`src/rtl/mem_seq_driver_pkg.sv`:
```
// -----------------------------------------------------------------------------
// mem_seq_driver_pkg
//
// Shared definitions for the memory sequence driver and anything that needs
// to agree with it on encodings:
//   - 2-bit FSM state encodings and the matching state_t enum
//   - rw polarity constants (RW_WRITE / RW_READ)
//   - 16-entry hex-digit to 7-segment code table, active-high, bit order
//     {g,f,e,d,c,b,a}; the memory's display path uses the same table
//   - seg7_code() lookup helper
// -----------------------------------------------------------------------------
package mem_seq_driver_pkg;

  // FSM state encodings
  localparam logic [1:0] ST_IDLE  = 2'b00;
  localparam logic [1:0] ST_WRITE = 2'b01;
  localparam logic [1:0] ST_READ  = 2'b10;
  localparam logic [1:0] ST_DONE  = 2'b11;

  typedef enum logic [1:0] {
    S_IDLE  = ST_IDLE,
    S_WRITE = ST_WRITE,
    S_READ  = ST_READ,
    S_DONE  = ST_DONE
  } state_t;

  // Memory rw pin polarity
  localparam logic RW_WRITE = 1'b0;
  localparam logic RW_READ  = 1'b1;

  // Segment codes indexed by hex digit. The concatenation lists digit F first
  // so that SEG7_TABLE[d] returns the code for digit d.
  localparam logic [15:0][6:0] SEG7_TABLE = {
    7'h71,  // F
    7'h79,  // E
    7'h5E,  // d
    7'h39,  // C
    7'h7C,  // b
    7'h77,  // A
    7'h6F,  // 9
    7'h7F,  // 8
    7'h07,  // 7
    7'h7D,  // 6
    7'h6D,  // 5
    7'h66,  // 4
    7'h4F,  // 3
    7'h5B,  // 2
    7'h06,  // 1
    7'h3F   // 0
  };

  function automatic logic [6:0] seg7_code(input logic [3:0] digit);
    return SEG7_TABLE[digit];
  endfunction

endpackage

```
`src/rtl/mem_seq_driver_seg7_encode.sv`:
```
// -----------------------------------------------------------------------------
// seg7_encode
//
// Purely combinational hex digit to 7-segment encoder (active-high segments,
// bit order {g,f,e,d,c,b,a}). Used by the driver's readback self-check to
// derive the code the memory should be displaying.
//
// Ports:
//   digit  in  4  hex digit
//   code   out 7  segment code
// -----------------------------------------------------------------------------
module seg7_encode
  import mem_seq_driver_pkg::*;
(
  input  logic [3:0] digit,
  output logic [6:0] code
);

  logic [6:0] table_code;

  assign table_code = seg7_code(digit);

  // One assignment per segment keeps each segment's decode cone separate.
  generate
    for (genvar gi = 0; gi < 7; gi++) begin : g_seg
      assign code[gi] = table_code[gi];
    end
  endgenerate

endmodule

```
`src/rtl/mem_seq_driver.sv`:
```
// -----------------------------------------------------------------------------
// mem_seq_driver
//
// Initiator for the 8x4 array memory. On an accepted start pulse it writes a
// pattern (base + address, modulo 2^WIDTH) into every word, one word per
// cycle, then reads every word back, holding each address for DWELL_CYCLES
// cycles so the memory's 7-segment output can be read by eye. A one-cycle
// DONE state ends the sequence.
//
// Optional feature, macro MEM_SEQ_SELF_CHECK_EN:
//   defined   - the returned segment code is compared with the expected digit
//               on the last dwell cycle of every address; a mismatch sets the
//               sticky err flag.
//   undefined - led_in is ignored, err is constant 0, no encoder is built.
//
// Ports:
//   clock         in   1          system clock, rising edge
//   reset         in   1          synchronous active-high reset
//   start         in   1          one-cycle start pulse (ignored unless IDLE)
//   pattern_base  in   WIDTH      pattern seed, captured on accepted start
//   led_in        in   7          segment code from the memory (led_out)
//   address       out  ADDR_BITS  memory address
//   data_out      out  WIDTH      memory write data
//   rw            out  1          0 = write, 1 = read
//   ensure        out  1          memory enable, active high
//   busy          out  1          WRITE or READ phase in progress
//   done          out  1          one-cycle completion pulse
//   err           out  1          sticky readback mismatch flag
// -----------------------------------------------------------------------------
module mem_seq_driver
  import mem_seq_driver_pkg::*;
#(
  parameter int WIDTH        = 4,
  parameter int REG_NUM      = 8,
  parameter int ADDR_BITS    = 3,
  parameter int DWELL_CYCLES = 50000000
) (
  input  logic                 clock,
  input  logic                 reset,
  input  logic                 start,
  input  logic [WIDTH-1:0]     pattern_base,
  input  logic [6:0]           led_in,
  output logic [ADDR_BITS-1:0] address,
  output logic [WIDTH-1:0]     data_out,
  output logic                 rw,
  output logic                 ensure,
  output logic                 busy,
  output logic                 done,
  output logic                 err
);

  // Dwell counter only needs to reach DWELL_CYCLES-1.
  localparam int DW = (DWELL_CYCLES > 1) ? $clog2(DWELL_CYCLES) : 1;

  localparam logic [ADDR_BITS-1:0] ADDR_LAST  = ADDR_BITS'(REG_NUM - 1);
  localparam logic [DW-1:0]        DWELL_LAST = DW'(DWELL_CYCLES - 1);

  state_t                state_reg, state_next;
  logic [ADDR_BITS-1:0]  addr_reg,  addr_next;
  logic [WIDTH-1:0]      base_reg,  base_next;
  logic [DW-1:0]         dwell_reg, dwell_next;
  logic                  err_reg,   err_next;

  // Digit stored at (and expected back from) the current address. The sum
  // is deliberately WIDTH bits wide so it wraps with no carry.
  logic [WIDTH-1:0]      pattern_word;
  logic                  mismatch;

  assign pattern_word = base_reg + WIDTH'(addr_reg);

`ifdef MEM_SEQ_SELF_CHECK_EN
  logic [6:0] expected_code;

  seg7_encode u_seg7_encode (
    .digit (pattern_word),
    .code  (expected_code)
  );

  assign mismatch = (led_in != expected_code);
`else
  // No comparator in this build; the returned code is intentionally dropped.
  logic unused_led_in;

  assign unused_led_in = ^led_in;
  assign mismatch      = 1'b0;
`endif

  // ---------------------------------------------------------------------------
  // State register
  // ---------------------------------------------------------------------------
  always_ff @(posedge clock) begin
    if (reset) begin
      state_reg <= S_IDLE;
      addr_reg  <= '0;
      base_reg  <= '0;
      dwell_reg <= '0;
      err_reg   <= 1'b0;
    end else begin
      state_reg <= state_next;
      addr_reg  <= addr_next;
      base_reg  <= base_next;
      dwell_reg <= dwell_next;
      err_reg   <= err_next;
    end
  end

  // ---------------------------------------------------------------------------
  // Next-state and output decode
  // ---------------------------------------------------------------------------
  always_comb begin
    state_next = state_reg;
    addr_next  = addr_reg;
    base_next  = base_reg;
    dwell_next = dwell_reg;
    err_next   = err_reg;

    address    = addr_reg;
    data_out   = '0;
    rw         = RW_READ;
    ensure     = 1'b0;
    busy       = 1'b0;
    done       = 1'b0;

    case (state_reg)
      S_IDLE: begin
        if (start) begin
          base_next  = pattern_base;
          err_next   = 1'b0;
          addr_next  = '0;
          dwell_next = '0;
          state_next = S_WRITE;
        end
      end

      S_WRITE: begin
        ensure   = 1'b1;
        busy     = 1'b1;
        rw       = RW_WRITE;
        data_out = pattern_word;
        if (addr_reg == ADDR_LAST) begin
          addr_next  = '0;
          dwell_next = '0;
          state_next = S_READ;
        end else begin
          addr_next = addr_reg + 1'b1;
        end
      end

      S_READ: begin
        ensure = 1'b1;
        busy   = 1'b1;
        if (dwell_reg == DWELL_LAST) begin
          // Memory output has been stable for the whole dwell; judge it now.
          if (mismatch) begin
            err_next = 1'b1;
          end
          dwell_next = '0;
          if (addr_reg == ADDR_LAST) begin
            addr_next  = '0;
            state_next = S_DONE;
          end else begin
            addr_next = addr_reg + 1'b1;
          end
        end else begin
          dwell_next = dwell_reg + 1'b1;
        end
      end

      S_DONE: begin
        done       = 1'b1;
        state_next = S_IDLE;
      end

      default: begin
        state_next = S_IDLE;
      end
    endcase
  end

  assign err = err_reg;

endmodule

```
`config.mk`:
```
export PLATFORM = sky130hd
export DESIGN_NAME = mem_seq_driver
export DESIGN_NICKNAME = d
export VERILOG_FILES = /design/src/rtl/mem_seq_driver_pkg.sv /design/src/rtl/mem_seq_driver_seg7_encode.sv /design/src/rtl/mem_seq_driver.sv
export SDC_FILE = /design/constraint.sdc
export NUM_CORES = 1
export LEC_CHECK = 0
export CAP_MARGIN = 20
export CELL_PAD_IN_SITES_DETAIL_PLACEMENT = 0
export CELL_PAD_IN_SITES_GLOBAL_PLACEMENT = 1
export CORE_MARGIN = 5
export CORE_UTILIZATION = 40
export CTS_BUF_LIST = sky130_fd_sc_hd__clkbuf_4 sky130_fd_sc_hd__clkbuf_8
export DETAILED_ROUTE_END_ITERATION = 8
export PLACE_DENSITY_LB_ADDON = 0.1
export SYNTH_ARGS = -nofsm -noshare
export SYNTH_HDL_FRONTEND = slang
export SYNTH_SLANG_ARGS = --single-unit
export TNS_END_PERCENT = 50
```
`constraint.sdc`:
```
create_clock -name clock -period 3 [get_ports clock]
set_input_delay 0.6 -clock clock [delete_from_list [all_inputs] [get_ports clock]]
set_output_delay 0.6 -clock clock [all_outputs]
set_load 0.01 [all_outputs]
```
## Yosys cells after proc, flatten, opt, wreduce, memory -nomap -nowiden

Cells that the tools add are included.

| storage, ports and cells | value |
|---|---|
| register bits after elaboration | 35 |
| bits in read-only memories | 0 |
| latch bits | 0 |
| bits of input ports | 14 |
| memory bits (writable) | 0 |
| output and inout bits | 12 |
| memories | 0 |

| operators by class | value |
|---|---|
| eq/ne operators | 9 |
| $lt $le $gt $ge | 0 |
| reduce and logical (&&, ||, !) cells | 7 |
| shift-type cells | 0 |
| div/mod/pow operators | 0 |
| $add $sub $neg | 3 |
| bitwise logic cells | 0 |
| $mul | 0 |
| muxes and demuxes | 17 |

Operators by type and width:

| cell | count |
|---|---|
| 2-to-1 mux 26 bit | 3 |
| case mux 26 bit (3 select lines) | 1 |
| adder 26 x 1 -> 26 bit (second input constant) | 1 |
| equality test 26 bit (second input constant) | 1 |
| 2-to-1 mux 3 bit | 3 |
| case mux 3 bit (3 select lines) | 1 |
| 2-to-1 mux 2 bit | 4 |
| != test 2 bit (second input constant) | 4 |
| case mux 2 bit (4 select lines) | 1 |
| AND reduction 3 bit | 2 |
| adder 4 x 3 -> 4 bit | 1 |
| equality test 2 bit (second input constant) | 2 |
| 2-to-1 mux 4 bit | 1 |
| AND reduction 4 bit | 1 |
| adder 3 x 1 -> 3 bit (second input constant) | 1 |
| equality test 3 bit (second input constant) | 1 |
| 2-to-1 mux 1 bit | 3 |
| nonzero test 3 bit | 1 |
| equality test 2 x 1 -> 1 bit (second input constant) | 1 |
| zero test 2 bit | 1 |
| AND reduction 2 bit | 1 |
| OR reduction 2 bit | 1 |

## Logic depth before layout (Yosys ltp)

Gate-level depths: netlist of run 1.

| logic depth | value |
|---|---|
| depth after elaboration | 4 |
| depth in mapped cells | 8 |

## Worst setup path after synthesis of run 1

Ideal clock, no wire load.

| timing | value |
|---|---|
| path type | reg-to-reg |
| from | register dwell_reg[24] |
| to | register state_reg[1] |
| buffers on the path | 0 |
| required time | 2.913 ns |
| setup time | 0.087 ns |
| slack | 0.615 ns |
| stages on the path, launching flop included | 6 |
| arrival | 2.298 ns |
| clock period less this slack | 2.385 ns |
| cells stage by stage | dfxtp_1 -> or4b_1 -> or4_4 -> o31a_1 -> or4b_1 -> o31ai_1 |

| on the way | value |
|---|---|
| word-level cells in the longest chain between the ends | 3 |

Ends and longest elaborated chain:

| what | line | source |
|---|---|---|
| from (decl) | mem_seq_driver.sv:61 | `logic [DW-1:0] dwell_reg, dwell_next;` |
| from (signal assigned) | mem_seq_driver.sv:102 | `dwell_reg <= dwell_next;` |
| equality test 26 bit | mem_seq_driver.sv:152 | `if (dwell_reg == DWELL_LAST) begin` |
| != test 2 bit (no source line) | n/a |  |
| AND reduction 4 bit (no source line) | n/a |  |
| to (signal assigned) | mem_seq_driver.sv:99 | `state_reg <= state_next;` |
| to (decl) | mem_seq_driver.sv:58 | `state_t state_reg, state_next;` |

Every way passes these cells.
A chain may end at the register's enable or synchronous reset.

## Final worst setup path of run 1

| timing | value |
|---|---|
| from | register addr_reg[1], in the netlist address[1] |
| to | output data_out[3] |

| on the way | value |
|---|---|
| word-level cells in the longest chain between the ends | 2 |

Ends and longest elaborated chain:

| what | line | source |
|---|---|---|
| from (decl) | mem_seq_driver.sv:59 | `logic [ADDR_BITS-1:0] addr_reg, addr_next;` |
| from (signal assigned) | mem_seq_driver.sv:100 | `addr_reg <= addr_next;` |
| adder 4 x 3 -> 4 bit | mem_seq_driver.sv:69 | `assign pattern_word = base_reg + WIDTH'(addr_reg);` |
| 2-to-1 mux 4 bit | mem_seq_driver.sv:124 | `case (state_reg)` |
| to (decl) | mem_seq_driver.sv:44 | `output logic [WIDTH-1:0] data_out,` |

Every way passes these cells.

==> reports/qor.yml, run 1 <==
power:
  p_leak_nw: 0.813
  p_clk_frac: 0.278
  peakVddDrop_mv: 0.273
  net-switching-power_uw: 568
  p_int_uw: 992
  p_comb_frac: 0.382
  sequentialPowerShare: 0.340
  switching_share: 0.364
  powerDensity_mw_per_mm2: 679
final_layout:
  final_cells: 324
  layout.area.seq_um2: 701
  final_util: 0.487
  final_nets: 282
  multiInputGateArea_mm2: 0.00117
  fillers: 483
  largest_register_ff_count: 26
  layout-drive-gt1-share: 0.0817
  n_antenna_cell: 0
  area_growth_pct: 17.6
timing:
  tightest_slew_ns: 0.544
  fmax_ghz: 0.380
  fin_worst_skew_ns: 0.00947
  relSlewSlack: 0.636
  final_hold_viol_count: 0
  setup_violations: 0
  maxSlewViolCount: 0
  timing.final.crit_share: 0.877
  min_period_ns: 2.63
  setup-tns-final_ns: 0
  rsz0062_at_grt: "no"
synthesis:
  yosysMostFrequentCell: "dfxtp_1"
  yosys.area.top_type_share: 0.358
  synthTopCellsByCount: "dfxtp_1 (35), nor2_1 (28), nand2_1 (20)"
  synth_edf_count: 0
  synth_area_mm2: 0.00196
  synthTopCellsByArea: "dfxtp_1 (36%), ha_1 (7.0%), nor2_1 (5.4%)"
  ys.flop_type: "dfxtp_1"
  async_flop_share: 0
  synth_nets: 262
  synth_area_leader_cell: "dfxtp_1"
  yosys_warnings: 0
  synth_cell_types: 39
  ys_ff_latch: 35
  syn_avg_cell_area_um2: 8.29
  synth-seq-area-share: 0.358
  synth_cells: 236
grt:
  grtUsageMet1: 0.196
  grt_most_used_layer: "met2"
  grt_pass1_wl_um: 7680
  overflow: 0
  met2_usage: 0.249
  track_usage: 0.154
  grt_max_degree: 20
  grt_pass1_vias: 1633
  use_met3: 0.0350
  antenna_found_initial: 0
clocking:
  numCtsBuffers: 5
  path_clk_slew_ns: 0.08
  clockRootBuffer: "clkbuf_8"
  post_cts_buffers: 0
  cts_tree: "yes"
  h-tree-depth: 2
  clock_sinks: 35
  cts_resized: 0
  cts_buffer_depth: 2
  clock_latency_ns: 0.29
  cts_hold_buf: 0
worst_setup_path:
  rr_endpoint: "state_reg[1]$_SDFFE_PP0P_"
  critical_path_required_ns: 2.40
  start_kind: "flop"
  reg2regPathDepth: 5
  r2r_setup_slack_ns: 0.41
  crit_fanout: 5
  worst_setup_path_end_kind: "output port"
  criticalPathCategory: "reg -> out"
  worstReg2RegStart: "dwell_reg[18]$_SDFFE_PP0P_"
  arrival_ns: 2.03
detailed_routing:
  wl_um: 4400
  avgViaCountPerCell: 5.18
  first_iter_violations: 66
  drtPass1Iterations: 4
  antenna_left: 0
  drc: 0
  routedWlPerCell_um: 13.6
  dr_total_vias: 1679
hold_path:
  holdPathStages: 2
  min_to: "base_reg[2]$_SDFFE_PP0P_"
  hp-class: "reg -> reg"
  worstHoldStart: "base_reg[2]$_SDFFE_PP0P_"
placed_design:
  dp.cells: 316
  hpwl_um: 3220
  numPortBuffers: 17
  gp_congestion: 0.756
floorplanning:
  die-area_mm2: 0.00639
  fp.coreArea_mm2: 0.00472
  fp.dieW_um: 79.9
  ios: 26
  placementRows: 25
  start_util: 0.414
  die_h_um: 79.9
status:
  outcome: "complete, no violations"
job:
  maxCapViolCount: 0
==> through the flow <==
step                      worst slack, ns  area (um^2)  power, mW  hold WS (ns)
after global routing                0.194         2300       1.67         0.485
final                               0.370         2300       1.56         0.462
after global placement              0.322         2190       1.15         0.450
after detailed placement            0.336         2190       1.15         0.454
after floorplan                     0.615         1960      0.941         0.437
after CTS                           0.337         2300       1.59         0.465
==> worst max path at each step <==
stage / slack, ns / cells after the start / end / startpoint
2_1_floorplan: 0.61 / 5 / state_reg[1]$_SDFFE_PP0P_ / dwell_reg[24]$_SDFFE_PP0P_
3_3_place_gp: 0.32 / 6 / dwell_reg[22]$_SDFFE_PP0P_ / start
3_5_place_dp: 0.34 / 6 / dwell_reg[22]$_SDFFE_PP0P_ / start
4_1_cts: 0.34 / 6 / data_out[3] / address[1]$_SDFFE_PP0P_
5_1_grt: 0.19 / 6 / data_out[3] / address[1]$_SDFFE_PP0P_
6_report: 0.37 / 6 / data_out[3] / address[1]$_SDFFE_PP0P_
==> placed cells by master, fill, tap and decap left out, types with 2 or more instances in the layout <==
cell,Yosys,routed
xor2_1,8,8
or4b_1,2,2
nand4b_1,2,2
clkdlybuf4s50_1,0,17
dfxtp_1,35,35
and4_1,2,2
nand2_1,20,20
inv_1,5,5
and2_1,5,5
or4_1,2,2
or3_1,4,4
a21oi_1,15,15
nand3_1,16,16
nor4_1,7,7
xnor2_1,11,11
o21ai_0,8,8
and3_2,4,4
nand4_1,13,13
buf_4,4,6
nor2_1,28,28
clkbuf_8,0,5
a21o_1,4,4
nor2b_1,4,4
nor3_1,7,7
ha_1,11,11
==> routing by layer <==
| metal | vias up | share of wire |
|---|---|---|
| met5 | - | 0 |
| met2 | 31 | 0.45 |
| met3 | 11 | 0.036 |
| met4 | 0 | 0.019 |
| met1 | 758 | 0.49 |
| li1 | 879 | - |
==> critical path, stage by stage (launching register included) <==
cell             delay, ns
dfxtp_1               0.44
ha_1                  0.27
a21o_1                0.15
a21oi_1               0.17
xor2_1                0.08
nor2_1                0.08
clkdlybuf4s50_1       0.53
==> kinds of logic after synthesis <==
logic type / share of synthesized area
AND/OR/NAND/NOR: 0.329
AO/OA/AOI/OAI: 0.100
other: 0.00192
buffers and inverters: 0.0441
flip-flops: 0.358
XOR/XNOR: 0.0851
adder cells (fa/ha/maj): 0.0806
==> area by class of cell <==
class	count	share of cell area
tap	67	0.0365
timing repair buffer	23	0.0936
inverter	5	0.00816
sequential	35	0.305
clock buffer	5	0.0299
multi-input combinational	186	0.508
clock inverter	3	0.0190
==> power groups by stage <==
stage                     clock network (mW)  registers (mW)  logic (mW)
after floorplan                            0           0.538       0.403
after global placement                     0           0.540       0.605
after detailed placement                   0           0.542       0.607
after CTS                              0.451           0.531       0.607
after global routing                   0.474           0.535       0.664
final                                  0.434           0.530       0.597
Note: power is estimated with default switching activity, not from simulation.
==> run 2, diff against run 1 <==
--- a/config.mk
+++ b/config.mk
@@ -12,7 +12,8 @@
 export CORE_UTILIZATION = 40
 export CTS_BUF_LIST = sky130_fd_sc_hd__clkbuf_4 sky130_fd_sc_hd__clkbuf_8
 export DETAILED_ROUTE_END_ITERATION = 8
-export PLACE_DENSITY_LB_ADDON = 0.1
+export PLACE_DENSITY = 0.75
+export SETUP_SLACK_MARGIN = 0.15
 export SYNTH_ARGS = -nofsm -noshare
 export SYNTH_HDL_FRONTEND = slang
 export SYNTH_SLANG_ARGS = --single-unit
==> run 2 against run 1 <==
  * Combinational power is 4.4% higher
  * Cell area fell by 0.49%
  * Register-to-register slack hardly changed
  * Sequential power about the same
  * Largest power group unchanged
  * Via count is 0.83% higher
  * Critical path type unchanged
  * Routed wire length is 3.1% lower
  * Global-route usage decreased by 0.77 points
  * Final cell count did not move
  * Fmax shrank 0.33%
  * Hold slack improved by 0.0012 ns
==> reports/qor.yml, run 2 (same netlist as run 1, synthesis figures left out) <==
clocking:
  post_cts_buffers: 0  # unchanged
  clockRootBuffer: "clkbuf_8"
  h-tree-depth: 2  # unchanged
  numCtsBuffers: 5  # unchanged
  cts_resized: 0  # unchanged
  cts_hold_buf: 0  # unchanged
  clock_latency_ns: 0.29  # about the same
  cts_buffer_depth: 2  # unchanged
  clock_sinks: 35  # unchanged
  cts_tree: "yes"
  path_clk_slew_ns: 0.07  # about the same
grt:
  overflow: 0  # unchanged
  grt_pass1_vias: 1542  # -5.6%
  track_usage: 0.146  # -0.00773
  grt_max_degree: 15  # -25%
  antenna_found_initial: 0  # unchanged
  grt_pass1_wl_um: 7310  # -4.8%
floorplanning:
  die-area_mm2: 0.00639  # unchanged
  die_h_um: 79.9  # unchanged
  fp.dieW_um: 79.9  # unchanged
  ios: 26  # unchanged
  fp.coreArea_mm2: 0.00472  # unchanged
  placementRows: 25  # unchanged
  start_util: 0.414  # unchanged
detailed_routing:
  avgViaCountPerCell: 5.23  # +0.83%
  dr_total_vias: 1693  # +0.83%
  wl_um: 4270  # -3.1%
  routedWlPerCell_um: 13.2  # -3.1%
  drc: 0  # unchanged
  antenna_left: 0  # unchanged
  first_iter_violations: 60  # -9.1%
  drtPass1Iterations: 4  # unchanged
final_layout:
  n_antenna_cell: 0  # unchanged
  largest_register_ff_count: 26  # unchanged
  layout-drive-gt1-share: 0.0817  # unchanged
  layout_commonest_cell: "dfxtp_1"
  final_nets: 282  # unchanged
  final_cell_mix: "dfxtp_1 (35), nor2_1 (28), nand2_1 (20)"
  area_growth_pct: 17.0
  postLayoutCellArea_mm2: 0.00229  # -0.49%
hold_path:
  hp-class: "reg -> reg"
  worstHoldStart: "base_reg[2]$_SDFFE_PP0P_"
  min_to: "base_reg[2]$_SDFFE_PP0P_"
  holdPathStages: 2  # unchanged
placed_design:
  gp_congestion: 0.812  # +7.3%
  hpwl_um: 3110  # -3.3%
  place_area_mm2: 0.00220  # +0.57%
  numPortBuffers: 17  # unchanged
worst_setup_path:
  critical_path_required_ns: 2.40  # about the same
  path_cells: "ha_1 > fa_1 > xnor2_1 > nor2_1 > clkdlybuf4s50_1"
  worstReg2RegStart: "dwell_reg[18]$_SDFFE_PP0P_"
  crit_fanout: 5  # unchanged
  worst_setup_path_end_kind: "output port"
  reg2regPathDepth: 5  # unchanged
  arrival_ns: 2.04  # about the same
  rr_endpoint: "state_reg[1]$_SDFFE_PP0P_"
  criticalPathCategory: "reg -> out"
  cpPeakStageDelay_ns: 0.54  # about the same
  r2r_setup_slack_ns: 0.42  # about the same
  critPathSlowestCell: "clkdlybuf4s50_1"
  start_kind: "flop"
status:
  outcome: "complete, no violations"
timing:
  fin_worst_skew_ns: 0.00686  # -0.00261 ns
  min_period_ns: 2.64  # +0.00862 ns
  maxSlewViolCount: 0  # unchanged
  tightest_slew_ns: 0.834  # +0.291 ns
  relSlewSlack: 0.439  # -0.197
  setup_violations: 0  # unchanged
  setup-tns-final_ns: 0  # unchanged
  timing.final.crit_share: 0.880  # +0.00287
  fmax_ghz: 0.379  # -0.33%
  final_hold_viol_count: 0  # unchanged
  rsz0062_at_grt: "no"
power:
  p_leak_nw: 0.809  # -0.52%
  p_int_uw: 951  # -4.2%
  net-switching-power_uw: 549  # -3.3%
  p_clk_frac: 0.230  # -0.048
  switching_share: 0.366  # +0.00204
  p_comb_frac: 0.416  # +0.034
  powerDensity_mw_per_mm2: 655  # -3.4%
  peakVddDrop_mv: 0.297  # +8.6%
  sequentialPowerShare: 0.354  # +0.014
job:
  maxCapViolCount: 0  # unchanged
==> run 2: changes by cell type in the layout (fill, tap and decap cells not counted) <==
| cell | change |
|---|---|
| clkinv_4 | -1 |
| buf_12 | +1 |
| clkbuf_4 | +2 |
| buf_4 | -1 |
| bufinv_16 | -1 |
==> run 2: cell type report <==
type	instances	area, um^2
Tap cell	67	83.8
Sequential cell	35	701
Multi-Input combinational cell	186	1170
Clock inverter	1	5.00
Clock buffer	7	83.8
Inverter	5	18.8
Timing Repair Buffer	23	228
Fill cell	481	2430
==> run 2: critical path, delay by kind of cell, from the launching register on <==
kind                     cells  cell delay, ns
adder cells (fa/ha/maj)      2            0.64
flip-flops                   1            0.37
buffers and inverters        1            0.54
AND/OR/NAND/NOR              1            0.08
XOR/XNOR                     1            0.14
==> run 2: through the flow <==
step	setup WS (ns)	power (mW)	hold slack (ns)	util	instances
floorplan	0.615	0.941	0.437	-	236
detailed placement	0.329	1.17	0.458	0.466	316
CTS	0.320	1.52	0.469	0.485	324
finish	0.361	1.50	0.464	0.485	324
global placement	0.334	1.17	0.453	0.466	316
global route	0.198	1.61	0.503	0.485	324
==> run 2: worst max path at each step <==
stage | to | slack [ns] | cells after the start | start
floorplan | state_reg[1]$_SDFFE_PP0P_ | 0.61 | 5 | dwell_reg[24]$_SDFFE_PP0P_
global placement | dwell_reg[22]$_SDFFE_PP0P_ | 0.33 | 6 | start
detailed placement | dwell_reg[24]$_SDFFE_PP0P_ | 0.33 | 6 | start
CTS | data_out[3] | 0.32 | 6 | address[1]$_SDFFE_PP0P_
global route | data_out[3] | 0.20 | 6 | address[1]$_SDFFE_PP0P_
finish | data_out[2] | 0.36 | 5 | address[0]$_SDFFE_PP0P_
==> run 2: power groups by stage <==
stage	sequential, mW	clock, mW	combinational, mW
3_5_place_dp	0.542	0	0.628
3_3_place_gp	0.542	0	0.629
5_1_grt	0.536	0.382	0.691
4_1_cts	0.531	0.362	0.630
2_1_floorplan	0.538	0	0.403
6_report	0.531	0.345	0.623
==> run 2: metal layers <==
layer  vias up  global-route usage  wire length, um  part of all wire
li1        882                   -                -                 -
met1       768               0.191             2130              0.50
met2        33               0.223             1840              0.43
met3        10              0.0406              202             0.047
met4         0              0.0642               96             0.022
met5         -                   0                0                 0
